**config.mk**
```make
export PLATFORM = sky130hd
export DESIGN_NAME = byte_pair_assembler
export DESIGN_NICKNAME = d
export VERILOG_FILES = /design/src/rtl/byte_pair_pkg.sv /design/src/rtl/byte_pair_timer.sv /design/src/rtl/byte_pair_assembler.sv
export SDC_FILE = /design/constraint.sdc
export NUM_CORES = 1
export LEC_CHECK = 0
export CAP_MARGIN = 5
export CORE_AREA = 3 3 72 81
export CTS_CLUSTER_DIAMETER = 150
export DETAILED_ROUTE_END_ITERATION = 6
export DIE_AREA = 0 0 75 84
export GPL_TIMING_DRIVEN = 0
export PLACE_DENSITY = 0.77
export SETUP_SLACK_MARGIN = 0.02
export SLEW_MARGIN = 40
export SYNTH_ARGS = -nofsm -noshare
export SYNTH_HDL_FRONTEND = slang
export SYNTH_SLANG_ARGS = --single-unit
export TNS_END_PERCENT = 30
```
**constraint.sdc**
```tcl
create_clock -name clock -period 2.2 [get_ports clock]
set_input_delay 0.44 -clock clock [delete_from_list [all_inputs] [get_ports clock]]
set_output_delay 0.44 -clock clock [all_outputs]
set_load 0.02 [all_outputs]
```
**src/rtl/byte_pair_pkg.sv**
```systemverilog
// Shared definitions for the byte pair assembler and its neighbours
// (UART receiver and the two-byte display/command decoder).
package byte_pair_pkg;

  // Assembler FSM states
  typedef enum logic {
    IDLE        = 1'b0,
    WAIT_SECOND = 1'b1
  } pairStateT;

  // Command bytes understood by the downstream decoder
  localparam logic [7:0] CMD_DIGIT_1 = 8'h31;
  localparam logic [7:0] CMD_P       = 8'h50;

  // One second at a 50 MHz system clock
  localparam int unsigned DEFAULT_TIMEOUT_CYCLES = 32'd50_000_000;

endpackage

```
**src/rtl/byte_pair_timer.sv**
```systemverilog
// Loadable saturating up-counter with synchronous clear and a
// terminal-count flag. Clear has priority over load, load over count.
// The counter stops at TERMINAL so it can never wrap.
module byte_pair_timer #(
  parameter int              CNT_W    = 32,
  parameter logic [CNT_W-1:0] TERMINAL = '1
) (
  input  logic             clock,
  input  logic             reset_n,
  input  logic             clear,
  input  logic             enable,
  input  logic             load,
  input  logic [CNT_W-1:0] loadValue,
  output logic             atTerminal
);

  logic [CNT_W-1:0] count;

  // Counter register: clear, load, or count up until the terminal value
  always_ff @(posedge clock or negedge reset_n) begin
    if (!reset_n) begin
      count <= '0;
    end else if (clear) begin
      count <= '0;
    end else if (load) begin
      count <= loadValue;
    end else if (enable && (count != TERMINAL)) begin
      count <= count + 1'b1;
    end
  end

  assign atTerminal = (count == TERMINAL);

endmodule

```
**src/rtl/byte_pair_assembler.sv**
```systemverilog
// Collects two consecutive UART bytes into a command/data pair and holds
// the last completed pair on registered outputs for the decoder.
// A half pair is dropped if the second byte does not arrive in time.
// Optional macro BYTE_PAIR_CMD_CHECK_EN: rejects first bytes outside
// [CMD_MIN, CMD_MAX] and reports them on the cmd_err pulse output.
module byte_pair_assembler
  import byte_pair_pkg::*;
#(
  parameter int unsigned TIMEOUT_CYCLES = DEFAULT_TIMEOUT_CYCLES,
  parameter int          CNT_W          = 32
`ifdef BYTE_PAIR_CMD_CHECK_EN
  ,
  parameter logic [7:0]  CMD_MIN        = 8'h30,
  parameter logic [7:0]  CMD_MAX        = 8'h5A
`endif
) (
  input  logic       clock,
  input  logic       reset_n,
  input  logic [7:0] rx_data,
  input  logic       rx_valid,
  output logic [7:0] first_byte,
  output logic [7:0] second_byte,
  output logic       pair_valid,
  output logic       busy,
`ifdef BYTE_PAIR_CMD_CHECK_EN
  output logic       cmd_err,
`endif
  output logic       timeout_err
);

  // The timer reaches TERMINAL on the cycle the timeout would fire
  localparam logic [CNT_W-1:0] TERMINAL = CNT_W'(TIMEOUT_CYCLES - 1);

  pairStateT  state, nextState;
  logic [7:0] holdReg, holdNext;
  logic [7:0] firstNext, secondNext;
  logic       pairNext, timeoutNext, cmdErrNext, busyNext;
  logic       cmdOk;
  logic       timerClear, timerAtTerminal;

  byte_pair_timer #(
    .CNT_W    (CNT_W),
    .TERMINAL (TERMINAL)
  ) uTimer (
    .clock      (clock),
    .reset_n    (reset_n),
    .clear      (timerClear),
    .enable     (1'b1),
    .load       (1'b0),
    .loadValue  ('0),
    .atTerminal (timerAtTerminal)
  );

  // Decide whether an incoming byte may start a new pair
  always_comb begin
`ifdef BYTE_PAIR_CMD_CHECK_EN
    cmdOk = (rx_data >= CMD_MIN) && (rx_data <= CMD_MAX);
`else
    cmdOk = 1'b1;
`endif
  end

  // Next-state and next-output logic; a byte always beats the timeout
  always_comb begin
    nextState   = state;
    holdNext    = holdReg;
    firstNext   = first_byte;
    secondNext  = second_byte;
    pairNext    = 1'b0;
    timeoutNext = 1'b0;
    cmdErrNext  = 1'b0;
    timerClear  = 1'b1;
    case (state)
      IDLE: begin
        if (rx_valid) begin
          if (cmdOk) begin
            holdNext  = rx_data;
            nextState = WAIT_SECOND;
          end else begin
            cmdErrNext = 1'b1;
          end
        end
      end
      WAIT_SECOND: begin
        if (rx_valid) begin
          firstNext  = holdReg;
          secondNext = rx_data;
          pairNext   = 1'b1;
          nextState  = IDLE;
        end else if (timerAtTerminal) begin
          timeoutNext = 1'b1;
          nextState   = IDLE;
        end else begin
          timerClear = 1'b0;
        end
      end
      default: begin
        nextState = IDLE;
      end
    endcase
    busyNext = (nextState == WAIT_SECOND);
  end

  // State, holding register and registered outputs
  always_ff @(posedge clock or negedge reset_n) begin
    if (!reset_n) begin
      state       <= IDLE;
      holdReg     <= 8'h00;
      first_byte  <= 8'h00;
      second_byte <= 8'h00;
      pair_valid  <= 1'b0;
      busy        <= 1'b0;
      timeout_err <= 1'b0;
`ifdef BYTE_PAIR_CMD_CHECK_EN
      cmd_err     <= 1'b0;
`endif
    end else begin
      state       <= nextState;
      holdReg     <= holdNext;
      first_byte  <= firstNext;
      second_byte <= secondNext;
      pair_valid  <= pairNext;
      busy        <= busyNext;
      timeout_err <= timeoutNext;
`ifdef BYTE_PAIR_CMD_CHECK_EN
      cmd_err     <= cmdErrNext;
`endif
    end
  end

`ifndef BYTE_PAIR_CMD_CHECK_EN
  // cmdErrNext only drives a port when the command check is built in
  logic unusedCmdErr;
  assign unusedCmdErr = cmdErrNext;
`endif

endmodule

```
==> results of run 1 <==
-- worst paths after layout --
path,start,to,slack (ns),cells past startpoint
max,uTimer.count[24],uTimer.count[13],0.11,6
min,uTimer.count[0],uTimer.count[0],0.45,1
max reg2reg,uTimer.count[24],uTimer.count[13],0.11,6
min reg2reg,uTimer.count[0],uTimer.count[0],0.45,1
max in group asynchronous,reset_n,uTimer.count[27],1.19,3
min in group asynchronous,reset_n,uTimer.count[14],0.52,2
-- Yosys cell counts --
master / instances / area share
xor2_1: 6 / 0.019
and2_1: 3 / 0.0067
o211ai_1: 1 / 0.0027
o21ba_2: 1 / 0.0036
buf_6: 2 / 0.0081
nor4_2: 1 / 0.0045
and4_1: 4 / 0.013
nor4_1: 8 / 0.018
nor3b_2: 1 / 0.0045
o221a_1: 1 / 0.0040
or4_4: 1 / 0.0040
nor2b_1: 2 / 0.0045
dfrtp_1: 59 / 0.53
a21oi_1: 1 / 0.0018
nor3b_1: 1 / 0.0027
nand4_2: 2 / 0.0089
o21ai_4: 1 / 0.0058
o21ai_0: 3 / 0.0054
ha_1: 1 / 0.0045
nand2_1: 17 / 0.023
and3_1: 5 / 0.011
a31oi_1: 1 / 0.0022
inv_1: 9 / 0.012
nor3_1: 15 / 0.027
nor2_1: 32 / 0.043
nand3_2: 1 / 0.0036
mux2_2: 24 / 0.097
a32o_1: 3 / 0.011
nand2b_1: 2 / 0.0045
or4_1: 5 / 0.013
nand3_1: 8 / 0.014
or3_1: 1 / 0.0022
nor3_2: 1 / 0.0036
nor4b_1: 1 / 0.0031
nand4_1: 8 / 0.018
clkbuf_1: 5 / 0.0067
xnor2_1: 18 / 0.056
-- through the flow --
step,hold WS (ns),utilization,worst slack [ns],TNS (ns),instance area (um2)
after floorplan,0.144,-,0.325,0,2800
after global placement,0.442,0.628,-1.11,-65.14,3160
after detailed placement,0.329,0.631,-0.00224,-0.00224,3180
after CTS,0.463,0.672,0.0386,0,3380
after global routing,0.485,0.682,-0.0333,-0.249,3430
final,0.454,0.682,0.108,0,3430
-- layout make-up --
cell class / instances / area (um2)
clock buffers: 13 / 159
inverters: 9 / 33.8
plain buffers: 7 / 41.3
multi-input cells: 180 / 1270
fillers: 374 / 1600
repair buffers: 34 / 344
well taps: 58 / 72.6
flip-flops and latches: 59 / 1480
clock inverters: 2 / 35.0
-- placed cells by master, fill, tap and decap left out, types with 2 or more instances in the layout --
master           instances
dfrtp_1                 57
nor2_1                  32
clkdlybuf4s50_1         28
mux2_2                  24
xnor2_1                 18
nand2_1                 17
nor3_1                  15
clkbuf_8                11
inv_1                    9
nor4_1                   8
nand3_1                  8
nand4_1                  8
clkbuf_1                 7
xor2_1                   6
and3_1                   5
and4_1                   4
or4_4                    3
buf_6                    3
and2_1                   3
or4_1                    3
o21ai_0                  3
a32o_1                   3
buf_4                    3
nor2b_1                  2
nand2b_1                 2
dfrtp_2                  2
-- metal layers --
| metal | track usage | routed length (um) | vias up |
|---|---|---|---|
| met3 | 0.0867 | 401 | 9 |
| met4 | 0.0712 | 80 | 0 |
| li1 | - | - | 995 |
| met5 | 0 | 0 | - |
| met1 | 0.253 | 2530 | 997 |
| met2 | 0.297 | 2550 | 63 |
-- kinds of logic (layout without fill, tap and decap cells) --
kind of cell / count (synthesis) / count (layout) / synth area share
flops: 59 / 59 / 0.528
fa+ha+maj: 1 / 1 / 0.00447
xor+xnor: 24 / 24 / 0.0752
compound gates: 12 / 12 / 0.0362
mux: 24 / 24 / 0.0966
simple gates: 119 / 119 / 0.233
buf+inv: 16 / 65 / 0.0268
-- flip-flops by register name (all words and copies together) (netlist names) --
register	count
first_byte	8
holdReg	8
state	1
timeout_err	1
pair_valid	1
uTimer.count	32
second_byte	8
-- power groups by stage --
stage / combinational (mW) / sequential [mW] / clock (mW)
after detailed placement: 0.611 / 1.32 / 0
after global routing: 0.656 / 1.32 / 1.05
after CTS: 0.615 / 1.30 / 0.997
after global placement: 0.600 / 1.31 / 0
after floorplan: 0.177 / 1.44 / 0
final: 0.617 / 1.30 / 0.973
-- repair_timing --
item,CTS,global route
hold buffers,1,0
endpoints found under the setup margin,0,22
resized for setup,0,9
buffers inserted,0,2
endpoints found under the hold margin,18,0
==> results.toml, run 1 <==
[run_status]
status = "finished, final reports clean"

[timing]
finalMaxSlewViolations = 0
worstMarginPinSlew_ns = 0.558
max_slew_margin = 0.628
finClkSkew_ns = 0.00694
setup_viol = 0
finalCritPeriodShare = 0.951
layout_min_cycle_time_ns = 2.09
hold_violations = 0
rsz0062_at_grt = "true"
fmax_mhz = 478

[pwr]
finalPower_mw = 2.89
p_seq_frac = 0.449
leakage_nw = 1.35
clock_power_share = 0.337
p_per_area_mw_per_mm2 = 841
comb_power_share = 0.214
switching_share = 0.261
internal-power_mw = 2.13
p_switching_mw = 0.755
ir_drop_mv = 0.740

[place]
dpl.cell_count = 343
place_hpwl_mm = 3.85
gp_congestion = 0.915
port_buffers = 29

[worst_setup_path]
critPathMaxStageDelay_ns = 0.56
cp-start-kind = "flip-flop"
crit_family = "simple AND/OR/NAND/NOR gates"
crit_path_end_kind = "flip-flop"
arrival_ns = 2.32
cp_max_fo = 10
cp_num_buf_inv = 1
cp_data_required_time_ns = 2.42
cp_cell_sequence = "or4_4 > nor3_4 > nand4_4 > o21ai_4 > buf_6 > nor2_1"
path_class = "reg -> reg"
slowest_stage = "or4_4"

[die]
ios = 30
fp-row-count = 27
die-width_um = 75
design.core.area_mm2 = 0.00503
chipHeight_um = 84
die_area_mm2 = 0.00630
start_util = 0.556

[global_route]
overflow = 0
grt_pass1_wl_mm = 9.56
grt_max_degree = 42
grt_pass1_vias = 2086
antenna_found_initial = 0
grt_use_total = 0.199

[synthesis]
syn_avg_cell_area_um2 = 11.0
yosysUniqueCellTypes = 37
ys_seq_area_frac = 0.528
syn-num-nets = 267
synth_cells = 255
yosysWarningCount = 0
ys_ff_latch = 59
synth_area_mm2 = 0.00280

[detailed_routing]
vias = 2064
drc = 0
final_antenna_net_count = 0
routed_wl_mm = 5.56
first_iter_violations = 117
wl_per_cell_um = 15.4
dr.pass1.iters = 4
viasPerCell = 5.70

[cts]
htree_levels = 3
cts-root-buf = "clkbuf_8"
tritoncts = "yes"
cts_sinks = 59
cts.reportedPaths.clkPinSlew_ns = 0.06
cts_max_path_buffers = 2
clk-insertion-delay-late_ns = 0.33
cts_buffers = 9

[finish]
nets = 312
area_growth_pct = 22.7
antenna_cells = 0
drive_above_1_share = 0.188
final_cells = 362

[job]
maxCapViolCount = 0

[worst_hold_path]
hold_class = "reg -> reg"
Power figures use the tool's default switching activity.
==> run 2, diff against run 1 <==
Settings changed: ABC_AREA from default to 1, CORE_AREA 3 3 72 81 to 3 3 77 86, DIE_AREA 0 0 75 84 to 0 0 80 89, PLACE_DENSITY 0.77 to 0.74.
Clock period 2.2 ns to 1.8 ns, I/O delays scaled along.
==> results.toml, run 2 <==
[worst_setup_path]
path_class = "reg -> out"
arrival_ns = 1.32
cp_cell_sequence = "clkdlybuf4s50_1"
crit_path_end_kind = "output pin"
cp_max_fo = 3
cp_data_required_time_ns = 1.44
critPathMaxStageDelay_ns = 0.62
slowest_stage = "clkdlybuf4s50_1"
reg2reg_slack_ns = 0.15
cp-start-kind = "flip-flop"
crit_family = "buffers and inverters"
cp_num_buf_inv = 1

[timing]
hold_violations = 0
fmax_mhz = 594
setup_viol = 0
timing.final.ws_setup_ns = 0.117
worstMarginPinSlew_ns = 0.408
finClkSkew_ns = 0.00614
finalMaxSlewViolations = 0
max_slew_margin = 0.728
layout_min_cycle_time_ns = 1.68
rsz0062_at_grt = "false"
finalCritPeriodShare = 0.935

[synthesis]
synth_flop_cell = "dfrtp_1"
yosysWarningCount = 0
synth_area_mm2 = 0.00295
synth.most_common_cell = "nand2_1"
synth_top_area_frac = 0.501
yosysUniqueCellTypes = 19
synth_area_leaders = "dfrtp_1, nand2_1, nor2_1"
synthTopCellsByCount = "nand2_1, nor2_1, dfrtp_1"
syn-num-nets = 414
syn_avg_cell_area_um2 = 7.33
synth_top_cell_by_area = "dfrtp_1"
synth_edf_count = 0
async_flop_share = 1.00
synth_cells = 402
ys_seq_area_frac = 0.501
ys_ff_latch = 59

[global_route]
grt_use_total = 0.215
grt_pass1_wl_mm = 11.7
grt_pass1_vias = 2621
grt_max_degree = 34
overflow = 0
antenna_found_initial = 0

[die]
design.core.area_mm2 = 0.00581
die_area_mm2 = 0.00712
fp-row-count = 29
chipHeight_um = 89
ios = 30
die-width_um = 80
start_util = 0.507

[detailed_routing]
viasPerCell = 4.87
wl_per_cell_um = 12.4
dr.pass1.iters = 4
routed_wl_mm = 6.56
drc = 0
final_antenna_net_count = 0
first_iter_violations = 168
vias = 2575

[finish]
largest_reg_flops = 32
fillers = 520
nets = 460
final_cells = 529
multiInputGateArea_mm2 = 0.00129
finish.utilization = 0.617
seq_area_mm2 = 0.00148
area_growth_pct = 21.6
drive_above_1_share = 0.0730
antenna_cells = 0
mostFrequentLayoutCells = "nand2_1, nor2_1, dfrtp_1, inv_1, clkdlybuf4s50_1"
largest-register = "uTimer.count"
layout_commonest_cell = "nand2_1"

[job]
maxCapViolCount = 0

[pwr]
p_per_area_mw_per_mm2 = 909
ir_drop_mv = 0.638
leakage_nw = 1.55

[worst_hold_path]
hold_class = "in -> async"

[place]
port_buffers = 29
place_hpwl_mm = 4.91
dpl.cell_count = 509
gp_congestion = 0.933
pre_cts_ws_ns = -0.0960

[cts]
clk-insertion-delay-late_ns = 0.33
cts-root-buf = "clkbuf_8"
htree_levels = 3
cts_sinks = 59
cts_buffers = 9
cts.reportedPaths.clkPinSlew_ns = 0.07
tritoncts = "yes"
cts_max_path_buffers = 2

[run_status]
status = "finished, final reports clean"
==> run 2: changes by cell type in the layout (fill, tap and decap cells not counted), moves of 13 or more <==
cell / previous run / this run
nor2_1: 32 / 87
o21ai_0: 3 / 16
nand2_1: 17 / 154
mux2_2: 24 / 0
inv_1: 9 / 38
xnor2_1: 18 / 5
nor3_1: 15 / 1
==> run 2: metrics by stage <==
stage / area [um2] / power, mW / setup TNS [ns] / hold WS, ns
2_1_floorplan: 2950 / 1.86 / 0 / 0.0644
3_3_place_gp: 3330 / 2.16 / -90.01 / 0.454
3_5_place_dp: 3350 / 2.18 / -2.51 / 0.299
4_1_cts: 3540 / 3.27 / 0 / 0.482
5_1_grt: 3580 / 3.42 / 0 / 0.499
6_report: 3580 / 3.26 / 0 / 0.480
==> run 2: where the power goes <==
group / leakage (nW) / switching (mW) / total, mW / internal (mW)
combinational: 0.677 / 0.335 / 0.615 / 0.280
clock: 0.0912 / 0.523 / 1.09 / 0.564
sequential: 0.783 / 0.0855 / 1.55 / 1.47
total: 1.55 / 0.943 / 3.26 / 2.31
==> run 2: worst paths after layout <==
path / end / cells after the start / startpoint
worst max register to register: uTimer.count[20] / 9 / uTimer.count[1]
min in group clock: first_byte[6] / 2 / first_byte[6]
worst min-delay path: uTimer.count[18] / 2 / reset_n
max in group asynchronous: uTimer.count[30] / 3 / reset_n
worst min register to register: first_byte[6] / 2 / first_byte[6]
worst max-delay path: busy / 1 / state
==> run 2: cell type report <==
cell class,instances,area share
clock buffers,11,0.0423
inverters,40,0.0419
plain buffers,6,0.0126
repair buffers,35,0.0971
well taps,77,0.0269
clock inverters,4,0.00734
multi-input cells,297,0.359
flip-flops and latches,59,0.413
==> run 2: kinds of logic after synthesis <==
group | share of synthesized area
buffers and inverters | 0.0663
DFF | 0.501
AOI/OAI and AO/OA | 0.0289
xor gates and xnor gates | 0.0446
and+or+nand+nor | 0.355
adders and majority gates | 0.00425
==> run 2: repair_timing <==
item,4_1_cts,5_1_grt
hold buffers,1,0
endpoints found under the hold margin,26,0
endpoints found under the setup margin,30,30
gates resized for setup,2,1
buffers inserted,0,4
==> run 2: per-layer routing <==
layer  track usage  vias to the layer above  part of all wire  routed length [um]
met5             0                        -                 0                   0
met4        0.0968                        0             0.017                 110
met3        0.0665                       13             0.065                 428
met2         0.354                       86              0.47                3080
met1         0.260                     1174              0.45                2940
li1              -                     1302                 -                   -
